<file path="config.mk">
export PLATFORM = sky130hd
export DESIGN_NAME = bitcmd_sequencer
export DESIGN_NICKNAME = d
export VERILOG_FILES = /design/src/rtl/bitcmd_sequencer.sv
export SDC_FILE = /design/constraint.sdc
export NUM_CORES = 1
export LEC_CHECK = 0
export BUFFER_PORTS_ARGS = -buffer_cell sky130_fd_sc_hd__buf_2
export CORE_AREA = 2 2 52 54
export CTS_BUF_LIST = sky130_fd_sc_hd__clkbuf_16
export DETAILED_ROUTE_END_ITERATION = 7
export DIE_AREA = 0 0 54 56
export MAX_ROUTING_LAYER = met4
export PLACE_DENSITY = 0.7
export SLEW_MARGIN = 10
export SYNTH_ARGS = -nofsm -noshare
export SYNTH_HDL_FRONTEND = slang
export SYNTH_SLANG_ARGS = --single-unit
</file>
<file path="constraint.sdc">
create_clock -name clk -period 2.07 [get_ports clk]
set_input_delay 0.621 -clock clk [delete_from_list [all_inputs] [get_ports clk]]
set_output_delay 0.621 -clock clk [all_outputs]
set_load 0.05 [all_outputs]
</file>
<file path="src/rtl/bitcmd_sequencer.sv">
// Initiator for the set/clear bit-register protocol: turns a target pattern into
// the minimal ascending-index command sequence, tracking the remote contents in a mirror.
module bitcmd_sequencer #(
   parameter int unsigned WIDTH = 4,
   localparam int unsigned IDXW = (WIDTH > 1) ? $clog2(WIDTH) : 1,
   localparam int unsigned CNTW = $clog2(WIDTH + 1)
) (
   input  logic             clk,
   input  logic             rst,
   input  logic             tgt_valid,
   output logic             tgt_ready,
   input  logic [WIDTH-1:0] tgt_data,
   output logic             cmd_valid,
   input  logic             cmd_ready,
   output logic             cmd_set,
   output logic [IDXW-1:0]  cmd_idx,
   output logic [WIDTH-1:0] mirror,
   output logic             busy,
   output logic             done,
   output logic [CNTW-1:0]  cmd_count
);

   typedef enum logic [1:0] {
      S_IDLE,
      S_ISSUE,
      S_DONE
   } state_e;

   state_e           state_q;
   logic [WIDTH-1:0] tgt_q;
   logic [WIDTH-1:0] mirror_q;
   logic [CNTW-1:0]  cnt_q;
   logic             valid_q;
   logic             set_q;
   logic [IDXW-1:0]  idx_q;
   logic             done_q;

   logic [WIDTH-1:0] acc_diff;
   logic [WIDTH-1:0] mirror_d;
   logic [WIDTH-1:0] rem_diff;
   logic [IDXW-1:0]  acc_idx;
   logic [IDXW-1:0]  rem_idx;
   logic             fire;

   function automatic logic [IDXW-1:0] lowest_idx(input logic [WIDTH-1:0] v);
      logic [IDXW-1:0] r;
      logic            found;
      r     = '0;
      found = 1'b0;
      for (int unsigned i = 0; i < WIDTH; i++) begin
         if (v[i] && !found) begin
            r     = IDXW'(i);
            found = 1'b1;
         end
      end
      return r;
   endfunction

   // The next command is chosen from the post-update mirror, so the cycle after the
   // last accepted command is already DONE and back-to-back commands need no bubble.
   always_comb begin
      acc_diff          = tgt_data ^ mirror_q;
      acc_idx           = lowest_idx(acc_diff);
      mirror_d          = mirror_q;
      mirror_d[idx_q]   = set_q;
      rem_diff          = tgt_q ^ mirror_d;
      rem_idx           = lowest_idx(rem_diff);
      fire              = valid_q & cmd_ready;
   end

   always_ff @(posedge clk) begin
      if (rst) begin
         state_q  <= S_IDLE;
         tgt_q    <= '0;
         mirror_q <= '0;
         cnt_q    <= '0;
         valid_q  <= 1'b0;
         set_q    <= 1'b0;
         idx_q    <= '0;
         done_q   <= 1'b0;
      end else begin
         case (state_q)
            S_IDLE: begin
               done_q <= 1'b0;
               if (tgt_valid) begin
                  tgt_q <= tgt_data;
                  cnt_q <= '0;
                  if (acc_diff == '0) begin
                     state_q <= S_DONE;
                     done_q  <= 1'b1;
                  end else begin
                     state_q <= S_ISSUE;
                     valid_q <= 1'b1;
                     idx_q   <= acc_idx;
                     set_q   <= tgt_data[acc_idx];
                  end
               end
            end
            S_ISSUE: begin
               if (fire) begin
                  mirror_q <= mirror_d;
                  cnt_q    <= cnt_q + 1'b1;
                  if (rem_diff == '0) begin
                     valid_q <= 1'b0;
                     state_q <= S_DONE;
                     done_q  <= 1'b1;
                  end else begin
                     idx_q <= rem_idx;
                     set_q <= tgt_q[rem_idx];
                  end
               end else if (!valid_q) begin
                  state_q <= S_DONE;
                  done_q  <= 1'b1;
               end
            end
            S_DONE: begin
               done_q  <= 1'b0;
               state_q <= S_IDLE;
            end
            default: begin
               valid_q <= 1'b0;
               done_q  <= 1'b0;
               state_q <= S_IDLE;
            end
         endcase
      end
   end

   assign tgt_ready = (state_q == S_IDLE);
   assign busy      = (state_q != S_IDLE);
   assign cmd_valid = valid_q;
   assign cmd_set   = set_q;
   assign cmd_idx   = idx_q;
   assign mirror    = mirror_q;
   assign done      = done_q;
   assign cmd_count = cnt_q;

endmodule

</file>
# Word-level counts from Yosys, hierarchy flattened
# Index checks and enable logic that the tools add are counted.
[word_totals]
regBits = 18
input_bits = 8
wordCells = 100
out_inout_bits = 14
[classes]
mux = 49
bitwise = 4
eq_ne = 9
reduce_logical = 25
n_addsub = 1
n_lt_le_gt_ge = 4
[op_table]
columns = ["op", "n"]
rows = [
  ["$mux W2", 13],
  ["$mux W1", 24],
  ["$ne A2 B2 Y1 const B", 5],
  ["$reduce_and A5 Y1", 2],
  ["$lt A2 B3 Y1 const B", 3],
  ["$logic_not A4 Y1", 2],
  ["$pmux W2 S2", 2],
  ["$xor A4 B4 Y4", 2],
  ["$logic_and A1 B1 Y1", 7],
  ["$logic_not A1 Y1", 6],
  ["$mux W3", 2],
  ["$ne A3 B3 Y1 const B", 2],
  ["$pmux W3 S2", 1],
  ["$reduce_and A2 Y1", 3],
  ["$reduce_and A3 Y1", 2],
  ["$bmux W1 S2", 2],
  ["$bwmux W4", 1],
  ["$pmux W1 S2", 2],
  ["$reduce_bool A2 Y1", 2],
  ["$add A3 B1 Y3 const B", 1],
  ["$pmux W1 S3", 1],
  ["$demux W1 S2", 1],
  ["$eq A2 B1 Y1 const B", 1],
  ["$eq A2 B2 Y1 const B", 1],
  ["4 further kinds", 4],
]

# Longest topological paths before layout
# Gate-level depths: netlist of the first run.
[depth]
depth_word = 21
ltp_mapped = 8
depth_no_buf = 7

# Worst setup path before layout of the first run
# OpenSTA, ideal clock, no wires.
[synth_timing]
kind = "reg-to-reg"
start = "reg idx_q[1], in the netlist cmd_idx[1]"
end = "reg idx_q[1], in the netlist cmd_idx[1]"
stages_incl_launch_ff = 8
period_less_slack_ns = 2.343
arrival_ns = 2.252
path_buffers = 1
path_slack_ns = -0.273
setup_time_ns = 0.091
cell_sequence = "dfxtp_1 > buf_6 > nor2b_4 > mux2i_2 > xnor2_2 > nor2_1 > or4_1 > a311oi_1"
[synth_via]
elab_chain_cells = 19
word_cells_on_any_way = 24
[synth_lines]
columns = ["item", "line", "rtl"]
rows = [
  ["start: declaration", "35", "logic [IDXW-1:0] idx_q;"],
  ["start signal: assignment", "94", "idx_q <= acc_idx;"],
  ["start signal: assignment", "108", "idx_q <= rem_idx;"],
  ["$lt A2 B3 Y1 (implied by the code) or $ge A2 B1 Y1 (tied branches)", "65", "mirror_d[idx_q] = set_q;"],
  ["$logic_and A1 B1 Y1 (implied by the code)", "65", ""],
  ["$mux W1 (implied by the code)", "65", ""],
  ["$demux W1 S2 *", "65", ""],
  ["$bwmux W4 *", "65", ""],
  ["$xor A4 B4 Y4 *", "66", "rem_diff = tgt_q ^ mirror_d;"],
  ["$mux W1", "51", "if (v[i] && !found) begin"],
  ["$logic_not A1 Y1", "51", ""],
  ["[3 not listed]", "-", ""],
  ["$logic_and A1 B1 Y1", "51", ""],
  ["$mux W1", "51", ""],
  ["$logic_not A1 Y1", "51", ""],
  ["$logic_and A1 B1 Y1", "51", ""],
  ["$mux W2", "51", ""],
  ["$mux W2", "103", "if (rem_diff == '0) begin"],
  ["$mux W2", "100", "if (fire) begin"],
  ["$pmux W2 S2", "82", "case (state_q)"],
]
# Mark *: on every way between the ends. The rest lies on a longest branch, timed or not. The select of a mux whose other input is x is not followed.
# A chain may end at the register's enable or synchronous reset.

# Final worst setup path of the first run
[layout_timing]
start = "reg idx_q[0], in the netlist cmd_idx[0]"
end = "reg idx_q[1], in the netlist cmd_idx[1]"
# The elaborated chain is that of the path after synthesis.

==> impl_metrics.toml, run 1 <==
[sta]
layout_min_cycle_time_ps = 1990
hold_viol = 0
final_max_slew_viol_count = 0
worst_pin_slew_ps = 347
skew_ps = 1.63
fmax_ghz = 0.502
finalWorstSetupSlack_ps = 76.1
slew_headroom = 0.762
fin_crit_sh = 0.963
setup_viol = 0

[layout]
regArea_um2 = 367
final_cells = 186
area_growth_pct = 23.6
drive_gt1_frac = 0.295
utilization = 0.563
nNetsFinal = 166
n_fill_cell = 219
multiInputGateArea_um2 = 742
antenna_cells = 0

[synthesis]
yosys_warnings = 0
synthCells = 134
synthFlopType = "dfxtp_1"
yosysUniqueCellTypes = 39
ys_seq_area_frac = 0.325
synth-seq-cells = 18
netlist_area_mm2 = 0.00111
avgSynthCellArea_um2 = 8.26
synthTopCellsByArea = "dfxtp_1 (33%), a21oi_1 (6.8%), nand2_1 (6.1%)"
synth_fp_nets = 143
synthTopCellsByCount = "dfxtp_1 (18), nand2_1 (18), a21oi_1 (15), nor2_1 (11), nand3_1 (7)"
synth_edf_count = 0
netlist.top_cell.by_area = "dfxtp_1"
async_flop_share = 0
synth_top_area_frac = 0.325

[setup_path]
worstPathRequired_ps = 2230
r2r_start = "cmd_idx[0]"
r2r_end = "cmd_idx[1]"
start_kind = "flop"
cp_max_fo = 8
endpoint_kind = "flop"
rr_worst_depth = 6
arrival_ps = 2150
reg2reg_slack_ps = 80
worstSetupPathType = "reg2reg"

[die]
initial_utilization = 0.455
die_x_um = 54
core_mm2 = 0.00243
dieArea_mm2 = 0.00302
rows = 18
io-pin-count = 22
die_h_um = 56

[power_and_ir_drop]
pwr_density_cell_mw_per_mm2 = 766
peakVddDrop_mv = 0.527
leakage_nw = 0.577

[placement]
place_ws_ps = 31.3
dp.final_hpwl_mm = 1.84
place_inst = 180
gp_congestion = 0.970
portBuffers = 21

[global_routing]
grt_max_degree = 18
antenna_found_initial = 0
grt_overflow = 0
grt_first_pass_wirelength_mm = 4.20
grt_pass1_vias = 953
track_usage = 0.195

[detailed_routing]
drc = 0
routedWlPerCell_um = 14.4
num_vias = 1020
routed_via_density = 5.48
drtIter0Drc = 21
firstDrtPassIters = 4
drt_wl_total_mm = 2.69
detail-route-antenna-nets = 0

[clocking]
cts_buffer_depth = 2
htreeDepth = 1
clkLatencyLatePin_ps = 250
clk_pin_slew_ps = 50
cts.sinks = 18
cts_buffers = 3
cts_tree = "done"
clock-root-buffer = "clkbuf_16"

[min_path]
whs_path_depth = 1
min_from = "done"
hold_end = "done"
min_path_type = "reg2reg"

[status]
status = "finished, final reports clean"

[run]
cap_violations = 0
## layout make-up
class | count | area share
Multi-Input combinational cell | 105 | 0.542
Clock buffer | 3 | 0.0548
Sequential cell | 18 | 0.268
Tap cell | 30 | 0.0274
Timing Repair Buffer | 24 | 0.0914
Inverter | 5 | 0.0137
Clock inverter | 1 | 0.00274
## layer usage
layer  GRT usage  part of all wire  up-vias
met3      0.0349             0.040       12
met1       0.247              0.45      475
met5           -                 0        -
met4       0.114             0.034        0
met2       0.282              0.48       26
li1            -                 -      507
## report_power, final
part | internal (mW) | switching (mW)
registers | 0.367 | 0.0321
logic | 0.0968 | 0.162
clock network | 0.257 | 0.134
total | 0.721 | 0.328
## how the worst max path moves through the flow
| stage | start | end | slack, ps | depth (start not counted) |
|---|---|---|---|---|
| 2_1_floorplan | mirror[3] | cmd_idx[1] | -30 | 5 |
| 3_3_place_gp | cmd_idx[1] | cmd_idx[1] | 130 | 6 |
| 3_5_place_dp | cmd_idx[1] | cmd_idx[1] | 30 | 6 |
| 4_1_cts | cmd_idx[1] | cmd_idx[1] | 0.6 | 6 |
| 5_1_grt | cmd_idx[0] | cmd_idx[0] | -30 | 7 |
| 6_report | cmd_idx[0] | cmd_idx[1] | 80 | 6 |
## through the flow
step	power, mW	TNS [ps]	hold WS, ps	area (um2)
2_1_floorplan	0.591	-33.2	462	1120
5_1_grt	1.10	-60.9	499	1370
4_1_cts	1.03	0	470	1310
3_3_place_gp	0.635	0	445	1230
3_5_place_dp	0.639	0	457	1230
6_report	1.05	0	467	1370
## worst max-delay path: stages, from the launching register on
cell and delay (ps):
dfxtp_2 410, nand2_1 100, mux2i_1 320, xnor2_2 200, nor2_1 90, or4_1 530, a311oi_2 250
## repair_timing
item / in CTS / in global routing
setup endpoints to repair: 0 / 5
gates resized for setup: 0 / 6
hold buffers: 0 / 0
buffers inserted: 0 / 2
## registers in the layout (all words and copies together), names as in the netlist
name	cells
cmd_count	3
cmd_idx	2
cmd_set	1
cmd_valid	1
done	1
mirror	4
state_q	2
tgt_q	4
## logic make-up (layout without fill, tap and decap cells)
kind of cell | Yosys count | after routing | share of synthesized area
simple gates | 52 | 52 | 0.247
compound gates | 34 | 34 | 0.198
flops | 18 | 18 | 0.325
buf+inv | 11 | 33 | 0.0452
xor+xnor | 9 | 9 | 0.0847
mux | 8 | 8 | 0.0791
fa+ha+maj | 2 | 2 | 0.0203
## placed cells by master (no fill, tap or decap), types with 4 or more instances in the layout
cell / netlist / layout
buf_2: 1 / 21
mux2i_1: 6 / 5
o21ai_0: 5 / 5
nor2_1: 11 / 10
a21oi_1: 15 / 15
nand3_1: 7 / 7
nand2_1: 18 / 18
xnor2_2: 2 / 4
inv_1: 5 / 5
dfxtp_1: 18 / 15
Power figures use the tool's default switching activity.
==> inputs of run 2 (changes only) <==
--- a/config.mk
+++ b/config.mk
@@ -5,7 +5,7 @@
 export SDC_FILE = /design/constraint.sdc
 export NUM_CORES = 1
 export LEC_CHECK = 0
-export BUFFER_PORTS_ARGS = -buffer_cell sky130_fd_sc_hd__buf_2
+export BUFFER_PORTS_ARGS = -buffer_cell sky130_fd_sc_hd__buf_4
 export CORE_AREA = 2 2 52 54
 export CTS_BUF_LIST = sky130_fd_sc_hd__clkbuf_16
 export DETAILED_ROUTE_END_ITERATION = 7
==> run 2 against run 1 <==
Effect of this change:
- sequential share of layout area is 0.92 points lower
- core utilization rose by 2.0 points
- combinational power increased by 5%
- first-iteration DRC count is 38% higher
- non-clock buffer count unchanged
- highest routed layer unchanged
==> impl_metrics.toml, run 2 (same netlist as run 1, synthesis figures left out) <==
[clocking]
cts.sinks = 18
cts_buffer_depth = 2
clk_pin_slew_ps = 60
cts_tree = "done"
clkLatencyLatePin_ps = 250
cts_buffers = 3
htreeDepth = 1
clock-root-buffer = "clkbuf_16"

[global_routing]
grt_pass1_vias = 934
grt_overflow = 0
track_usage = 0.204
grt_max_degree = 18
antenna_found_initial = 0
grt_first_pass_wirelength_mm = 4.42

[power_and_ir_drop]
leakage_nw = 0.573
internal_power_uw = 733
p_comb_frac = 0.256
p_seq_frac = 0.373
clockPowerShare = 0.371
peakVddDrop_mv = 0.452
pwr_density_cell_mw_per_mm2 = 752
switchingPower_uw = 333
power_switching_share = 0.312

[sta]
tns_ps = 0
final_max_slew_viol_count = 0
skew_ps = 4.06
setup_viol = 0
slew_headroom = 0.693
fmax_ghz = 0.486
worst_pin_slew_ps = 457
hold_viol = 0
layout_min_cycle_time_ps = 2060
whs_ps = 474
rsz0062_at_grt = "true"
fin_crit_sh = 0.995

[layout]
area_growth_pct = 28.0
drive_gt1_frac = 0.288
antenna_cells = 0
mostFrequentLayoutCells = "buf_4 (23), nand2_1 (18), a21oi_1 (15), dfxtp_1 (15), nor2_1 (10)"
mostFrequentLayoutCell = "buf_4"
utilization = 0.583
nNetsFinal = 166

[min_path]
min_path_type = "reg2reg"
min_from = "done"
hold_end = "done"
whs_path_depth = 1

[status]
status = "finished, final reports clean"

[die]
initial_utilization = 0.455
die_x_um = 54
rows = 18
dieArea_mm2 = 0.00302
die_h_um = 56
core_mm2 = 0.00243
io-pin-count = 22

[setup_path]
crit_start = "cmd_idx[0]"
cp_max_fo = 8
arrival_ps = 2210
reg2reg_slack_ps = 10
start_kind = "flop"
endpoint_kind = "flop"
r2r_start = "cmd_idx[0]"
rr_worst_depth = 7
worstSetupPathType = "reg2reg"
worstPathRequired_ps = 2220
r2r_end = "cmd_idx[0]"

[placement]
gp_congestion = 0.909
portBuffers = 21
dp.final_hpwl_mm = 1.91

[detailed_routing]
detail-route-antenna-nets = 0
firstDrtPassIters = 4
drc = 0
num_vias = 1036
drt_wl_total_mm = 2.83
drtIter0Drc = 29
routed_via_density = 5.57
routedWlPerCell_um = 15.2

[run]
cap_violations = 0
run 2: timing repair:
action,CTS,global route
endpoints found under the hold margin,0,0
buffers inserted,0,2
setup endpoints to repair,1,3
gates resized for setup,1,3
hold buffers,0,0
run 2: critical path: stages, from the launching register on:
cell and delay (ps):
dfxtp_2 420, nor2b_4 190, mux2i_2 310, xnor2_2 150
nor4_4 340, o21ai_2 130, o21a_1 150, a221oi_2 270
run 2: through the flow:
stage | power, mW | cells | area, um2 | setup slack (ps)
after floorplan | 0.591 | 134 | 1120 | -33.2
after global placement | 0.647 | 180 | 1290 | 132
after detailed placement | 0.653 | 180 | 1290 | 16.1
after CTS | 1.05 | 184 | 1380 | 19.1
after global routing | 1.11 | 186 | 1420 | -82.5
final | 1.07 | 186 | 1420 | 10.5
run 2: area by class of cell:
type	count	area, um2
inverter	5	18.8
fill	219	1010
sequential	18	367
clock inverter	1	3.75
tap	30	37.5
timing repair buffer	24	193
clock buffer	3	75.1
multi-input combinational	105	723
run 2: power by group through the flow:
stage,Clock [mW],Sequential (mW),Combinational (mW)
final,0.395,0.398,0.273
after global routing,0.418,0.402,0.294
after CTS,0.400,0.400,0.250
after detailed placement,0,0.406,0.247
after global placement,0,0.404,0.243
after floorplan,0,0.426,0.165
run 2: metal layers:
layer	vias to the layer above	part of all wire	global-route usage
met5	-	0	-
met4	0	0.016	0.0714
met3	7	0.051	0.0430
met2	27	0.51	0.307
met1	493	0.42	0.268
li1	509	-	-
run 2: how the worst max path moves through the flow:
| stage | to | depth (start not counted) |
|---|---|---|
| final | cmd_idx[0] | 7 |
| after global routing | cmd_idx[0] | 7 |
| after CTS | cmd_idx[1] | 6 |
| after detailed placement | cmd_idx[1] | 6 |
| after global placement | cmd_idx[1] | 6 |
| after floorplan | cmd_idx[1] | 5 |
